$ cat config.mk
export PLATFORM = sky130hd
export DESIGN_NAME = rom_port_arbiter
export DESIGN_NICKNAME = d
export VERILOG_FILES = /design/src/rtl/rom_port_arbiter.sv
export SDC_FILE = /design/constraint.sdc
export NUM_CORES = 1
export LEC_CHECK = 0
export ABC_CLOCK_PERIOD_IN_PS = 3600
export BUFFER_PORTS_ARGS = -buffer_cell sky130_fd_sc_hd__buf_2
export CORE_MARGIN = 2
export CORE_UTILIZATION = 51
export CTS_CLUSTER_DIAMETER = 100
export CTS_CLUSTER_SIZE = 20
export DETAILED_ROUTE_END_ITERATION = 7
export PLACE_DENSITY = 0.94
export SETUP_SLACK_MARGIN = 0.2
export SYNTH_ARGS = -nofsm -noshare
export SYNTH_HDL_FRONTEND = slang
export SYNTH_SLANG_ARGS = --single-unit
$ cat constraint.sdc
create_clock -name clk_sys -period 3.6 [get_ports clk_sys]
set_input_delay 0.72 -clock clk_sys [delete_from_list [all_inputs] [get_ports clk_sys]]
set_output_delay 0.72 -clock clk_sys [all_outputs]
set_load 0.03 [all_outputs]
$ cat src/rtl/rom_port_arbiter.sv
// Shared single-port ROM arbiter: buffers download writes, round-robins CPU/graphics
// reads, and holds the game core in reset through and shortly after a download.
module rom_port_arbiter #(
    parameter int unsigned ROM_SIZE      = 131072,
    parameter int unsigned SETTLE_CYCLES = 16
) (
    input  logic        clk_sys,
    input  logic        reset,
    input  logic        dl_download,
    input  logic        dl_wr,
    input  logic [16:0] dl_addr,
    input  logic [7:0]  dl_data,
    input  logic        cpu_req,
    input  logic [14:0] cpu_addr,
    output logic        cpu_ack,
    output logic [7:0]  cpu_data,
    input  logic        gfx_req,
    input  logic [15:0] gfx_addr,
    output logic        gfx_ack,
    output logic [7:0]  gfx_data,
    output logic [16:0] mem_addr,
    output logic        mem_we,
    output logic [7:0]  mem_din,
    input  logic [7:0]  mem_dout,
    output logic        game_reset,
    output logic        dl_overflow
);

    localparam int unsigned CW = (SETTLE_CYCLES < 1) ? 1 : $clog2(SETTLE_CYCLES + 1);

    typedef enum logic [1:0] {
        IDLE,
        RD_ADDR,
        RD_DATA,
        WRITE
    } state_t;

    state_t        state_q, state_d;
    logic          wr_pend_q, wr_pend_d;
    logic [16:0]   hold_addr_q, hold_addr_d;
    logic [7:0]    hold_data_q, hold_data_d;
    logic          grant_gfx_q, grant_gfx_d;
    logic          last_gfx_q, last_gfx_d;
    logic          cpu_ack_q, cpu_ack_d;
    logic          gfx_ack_q, gfx_ack_d;
    logic [7:0]    cpu_data_q, cpu_data_d;
    logic [7:0]    gfx_data_q, gfx_data_d;
    logic          ovf_q, ovf_d;
    logic          dl_prev_q;
    logic [CW-1:0] settle_q, settle_d;

    always_ff @(posedge clk_sys or posedge reset) begin
        if (reset) begin
            state_q     <= IDLE;
            wr_pend_q   <= 1'b0;
            hold_addr_q <= '0;
            hold_data_q <= '0;
            grant_gfx_q <= 1'b0;
            last_gfx_q  <= 1'b1;
            cpu_ack_q   <= 1'b0;
            gfx_ack_q   <= 1'b0;
            cpu_data_q  <= '0;
            gfx_data_q  <= '0;
            ovf_q       <= 1'b0;
            dl_prev_q   <= 1'b0;
            settle_q    <= CW'(SETTLE_CYCLES);
        end else begin
            state_q     <= state_d;
            wr_pend_q   <= wr_pend_d;
            hold_addr_q <= hold_addr_d;
            hold_data_q <= hold_data_d;
            grant_gfx_q <= grant_gfx_d;
            last_gfx_q  <= last_gfx_d;
            cpu_ack_q   <= cpu_ack_d;
            gfx_ack_q   <= gfx_ack_d;
            cpu_data_q  <= cpu_data_d;
            gfx_data_q  <= gfx_data_d;
            ovf_q       <= ovf_d;
            dl_prev_q   <= dl_download;
            settle_q    <= settle_d;
        end
    end

    always_comb begin
        state_d     = state_q;
        wr_pend_d   = wr_pend_q;
        hold_addr_d = hold_addr_q;
        hold_data_d = hold_data_q;
        grant_gfx_d = grant_gfx_q;
        last_gfx_d  = last_gfx_q;
        cpu_ack_d   = 1'b0;
        gfx_ack_d   = 1'b0;
        cpu_data_d  = cpu_data_q;
        gfx_data_d  = gfx_data_q;
        ovf_d       = ovf_q;
        settle_d    = settle_q;
        mem_addr    = '0;
        mem_we      = 1'b0;
        mem_din     = '0;

        if (dl_download && !dl_prev_q) begin
            ovf_d = 1'b0;
        end

        case (state_q)
            IDLE: begin
                // The ack cycle is a turnaround: requesters still hold req while they see ack.
                if (wr_pend_q) begin
                    state_d = WRITE;
                end else if (!dl_download && !cpu_ack_q && !gfx_ack_q && (cpu_req || gfx_req)) begin
                    state_d     = RD_ADDR;
                    grant_gfx_d = gfx_req && (!cpu_req || !last_gfx_q);
                end
            end
            RD_ADDR: begin
                mem_addr = grant_gfx_q ? {1'b1, gfx_addr} : {2'b00, cpu_addr};
                state_d  = RD_DATA;
            end
            RD_DATA: begin
                if (grant_gfx_q) begin
                    gfx_data_d = mem_dout;
                    gfx_ack_d  = 1'b1;
                end else begin
                    cpu_data_d = mem_dout;
                    cpu_ack_d  = 1'b1;
                end
                last_gfx_d = grant_gfx_q;
                state_d    = IDLE;
            end
            WRITE: begin
                wr_pend_d = 1'b0;
                if ({15'd0, hold_addr_q} < ROM_SIZE) begin
                    mem_we   = 1'b1;
                    mem_addr = hold_addr_q;
                    mem_din  = hold_data_q;
                end else begin
                    ovf_d = 1'b1;
                end
                state_d = IDLE;
            end
        endcase

        if (dl_wr) begin
            hold_addr_d = dl_addr;
            hold_data_d = dl_data;
            wr_pend_d   = 1'b1;
        end

        if (dl_download || wr_pend_q) begin
            settle_d = CW'(SETTLE_CYCLES);
        end else if (settle_q != '0) begin
            settle_d = settle_q - CW'(1);
        end

        game_reset = dl_download || wr_pend_q || (settle_q != '0);
    end

    assign cpu_ack     = cpu_ack_q;
    assign gfx_ack     = gfx_ack_q;
    assign cpu_data    = cpu_data_q;
    assign gfx_data    = gfx_data_q;
    assign dl_overflow = ovf_q;

endmodule

[After elaboration in Yosys (flattened, before gate mapping)]
Index checks and enable logic that the tools add are counted.
Word-level totals
  logic and storage cells: 54
  input bits: 70
  register bits: 53
Cells by class
  reduce and logical (&&, ||, !) cells: 21
  multiplexer cells: 15
  eq/ne operators: 4
  bitwise gates (word level): 2
  $add $sub $neg: 1
Operators by type and width (count)
  case mux 17 bit (2 select lines): 1
  two-way mux 17 bit: 1
  two-way mux 5 bit: 2
  two-way mux 8 bit: 1
  two-way mux 1 bit: 7
  case mux 2 bit (3 select lines): 1
  zero test 1 bit: 5
  nonzero test 5 bit: 1
  subtractor 5 x 1 -> 5 bit, second input constant: 1
  == test 2 bit, second input constant: 2
  logical AND 1 bit: 4
  logical OR 1 bit: 4
  two-way mux 2 bit: 2
  AND reduction 2 bit: 2
  nonzero test 2 bit: 2
  inequality test 3 bit, second input constant: 1
  AND reduction 3 bit: 1
  == test 2 x 1 -> 1 bit, second input constant: 1
  zero test 2 bit: 1
  NOT 1 bit: 2
  OR reduction 2 bit: 1

[Longest topological paths before layout]
  depth in word-level cells: 7
  gate-level depth with buffers: 5

[Worst setup path after synthesis]
Ideal clock, no wire load.
  path kind: input to output
  start: input gfx_addr[15]
  end: output mem_addr[15]
  slack: 1.668 ns
  buffers on the path: 0
  stages on the path: 2
  required time: 2.880 ns
  data arrival time: 1.212 ns
  path through: a22oi_1 > nor2b_1
On the way
  cells in the longest elaborated chain, start to end: 2
Ends and longest elaborated chain
  start, declared: RTL line 18  | input logic [15:0] gfx_addr,
  two-way mux 17 bit: RTL line 116  | mem_addr = grant_gfx_q ? {1'b1, gfx_addr} : {2'b00, cpu_addr};
  case mux 17 bit (2 select lines): RTL line 105  | case (state_q)
  end, declared: RTL line 21  | output logic [16:0] mem_addr,
No other way between the ends.

[Final worst setup path]
  start: register grant_gfx_q
  end: output mem_addr[14]
On the way
  cells in the longest elaborated chain, start to end: 2
Ends and longest elaborated chain
  start, declared: RTL line 42  | logic grant_gfx_q, grant_gfx_d;
  start signal, assigned: RTL line 72  | grant_gfx_q <= grant_gfx_d;
  two-way mux 17 bit: RTL line 116
  case mux 17 bit (2 select lines): RTL line 105
No other way between the ends.

==> results by group <==
Timing
  • Minimum clock period after layout: 2860 ps
  • # setup viols final: 0
  • TNS Setup: 0 ps
  • RSZ-0062 raised after global routing: no
  • Fmax: roughly 0.35 GHz
  • Rel. slew slack: 0.246
  • Final worst path period share: 0.794
  • Final Hold Viols: 0
  • Worst Max-Slew Pin Slew: 1130 ps
  • Final worst slack: 742 ps
  • Final Slew Violations: 0
  • Final Skew: 10.6 ps

Floorplanning
  • Ports: 116
  • Core footprint: 0.00504 mm2
  • DIE AREA: 0.00577 mm2
  • Die Ht: 75.9 um
  • Die width: 75.9 um
  • Initial Utilization: 0.523
  • Row count: 26

Power
  • Switching power: 1.11 mW
  • Max IR drop VDD: around 0.66 mV
  • Design Power: roughly 2.5 mW
  • Pwr per Cell Area: 755 mW/mm2
  • Switching share of power: 0.446
  • Sequential share of power: 0.383
  • Leak: 1.67 nW
  • Logic pwr share: 0.480
  • Pint: 1.38 mW
  • Clk network pwr share: 0.137

Min path
  • Hold Crit Class: flop to flop

Route
  • Post-Route WL: 5590 um
  • TritonRoute pass-1 iters: 5
  • Post-route ant nets: 0
  • Vias/cell: 5.01
  • WL/cell: between 10 and 15 um
  • Drc violations: 0
  • Starting DRT DRC Count: 123
  • Vias: 2005

Yosys
  • Syn_nets: 293
  • Syn. warnings: 0
  • Syn_area_per_cell: ~12 um2
  • Synthesis-stage register bit count: 53
  • Synthesized netlist cell count: 222
  • Cell Area, Synth: 0.00264 mm2
  • Asr flop ratio synth: 1.00
  • Sequential fraction of the synthesis area: 0.504
  • Post-synth EDFFs: 0
  • Predominant post-synthesis flop cell: dfrtp_1
  • Distinct cells, synth: 40

Clocking
  • Total number of clock tree sinks: 53
  • CTS tree: yes
  • CTS Buf Count: 5
  • CTS clk-pin slew, worst paths: approximately 100 ps
  • Post-cts hold buffer count: 0
  • Htree depth: 2
  • Buffer count from post-CTS setup fixing: 0
  • Clk Latency, worst-skew pair: 310 ps
  • Clock root cell: clkbuf_8
  • Clock buffer depth: 2
  • PostCTS Resize Cnt: 0

GRT
  • GRT Util Overall: 0.196
  • Initial antenna violation count: 0
  • First-pass GRT wire length: 9210 um
  • Pin count of the biggest net entering global routing: 54
  • Grt ovf: 0
  • Vias in the first global route: 2059

Placed design
  • DP Worst Slack: 1090 ps
  • Port buffer count: between 100 and 150
  • HPWL after DPL: 4100 um
  • Gpl congestion: around 0.76

Finish
  • Fin nets: 400
  • Most frequent cells in the layout: 114 x buf_2, 51 x dfrtp_1, 42 x mux2_2, 20 x nand2_1, 16 x o21ai_0
  • N_diodes: 0
  • Area delta synth->final: 24.9%
  • Most common cell after layout, fill and taps aside: buf_2
  • Share of layout cells above drive strength 1: 0.530
  • Fillers: ~400

Critical path
  • Worst Path Required: 2880 ps
  • Critical Path End Type: primary output
  • Critical path startpoint category: flop
  • Critical path class: flop to primary output
  • Crit path DAT: 2140 ps
  • Worst-path fanout max: 19

Run status
  • Status: complete, no violations

Flow run
  • Max_cap viols: 0
-- Yosys cell counts (2+ instances only) --
| cell type | count | area share |
|---|---|---|
| buf_2 | 5 | 0.0095 |
| nor2_1 | 5 | 0.0071 |
| inv_1 | 7 | 0.010 |
| and2_1 | 15 | 0.036 |
| nand2_1 | 20 | 0.028 |
| mux2i_1 | 15 | 0.057 |
| buf_6 | 2 | 0.0085 |
| dfstp_2 | 2 | 0.020 |
| dfrtp_1 | 51 | 0.48 |
| clkbuf_1 | 4 | 0.0057 |
| nor2b_1 | 3 | 0.0071 |
| buf_4 | 2 | 0.0057 |
| mux2_2 | 42 | 0.18 |
| o21ai_0 | 16 | 0.030 |
| and3_1 | 8 | 0.019 |
-- sequential cells by signal, summed over array words and instances, names as in the netlist --
register,flops
cpu_ack,1
cpu_data,8
gfx_ack,1
gfx_data,8
grant_gfx_q,1
hold_addr_q,17
hold_data_q,8
last_gfx_q,1
settle_q,5
state_q,2
wr_pend_q,1
-- cell families after synthesis --
family / share of synthesized area
simple gates: 0.147
mux: 0.236
flops: 0.504
compound gates: 0.0564
buf+inv: 0.0469
fa+ha+maj: 0.00474
other cells: 0.00142
xor+xnor: 0.00332
-- final timing paths --
| kind | start | endpoint | slack [ps] | cells after the start |
|---|---|---|---|---|
| max | grant_gfx_q$_DFFE_PP0P_ | mem_addr[14] | 740 | 4 |
| min | last_gfx_q$_DFFE_PP1N_ | last_gfx_q$_DFFE_PP1N_ | 480 | 2 |
| max reg2reg | grant_gfx_q$_DFFE_PP0P_ | gfx_data[2]$_DFFE_PP0P_ | 1750 | 2 |
| min reg2reg | last_gfx_q$_DFFE_PP1N_ | last_gfx_q$_DFFE_PP1N_ | 480 | 2 |
| max in group asynchronous | reset | gfx_ack$_DFF_PP0_ | 2250 | 2 |
| min in group asynchronous | reset | cpu_data[2]$_DFFE_PP0P_ | 680 | 2 |
-- per-layer routing --
layer  track usage  share of wire  vias up
li1              -              -      975
met1         0.226           0.41      957
met2         0.362           0.53       67
met3        0.0393          0.053        6
met4        0.0691          0.011        0
met5             0              0        -
-- cell type report --
class                   count  area, um2  share of cell area
clock buffers               5       68.8              0.0209
clock inverters             3       21.3             0.00645
inverters                   7       26.3             0.00797
multi-input cells         147       1190               0.360
flip-flops and latches     53       1330               0.403
well taps                  70       87.6              0.0266
repair buffers            115        578               0.175
-- power by group through the flow --
stage               sequential [mW]  combinational, mW  clock, mW
CTS                           0.955               1.21      0.352
floorplan                      1.05              0.825          0
global route                  0.985               1.28      0.371
finish                        0.953               1.20      0.340
global placement              0.949               1.18          0
detailed placement            0.966               1.21          0
-- worst max-delay path, stage by stage (launching register included) --
cell	delay, ps
dfrtp_1	1110
mux2i_1	280
o21ai_0	100
and2_1	160
buf_2	180
-- stage by stage --
step	instances	hold slack [ps]	area (um2)	util
6_report	400	480	3300	0.654
2_1_floorplan	222	437	2640	-
4_1_cts	400	485	3300	0.654
3_5_place_dp	392	468	3210	0.636
5_1_grt	400	506	3300	0.654
3_3_place_gp	392	448	3210	0.636
(Power assumes the default switching activity.)
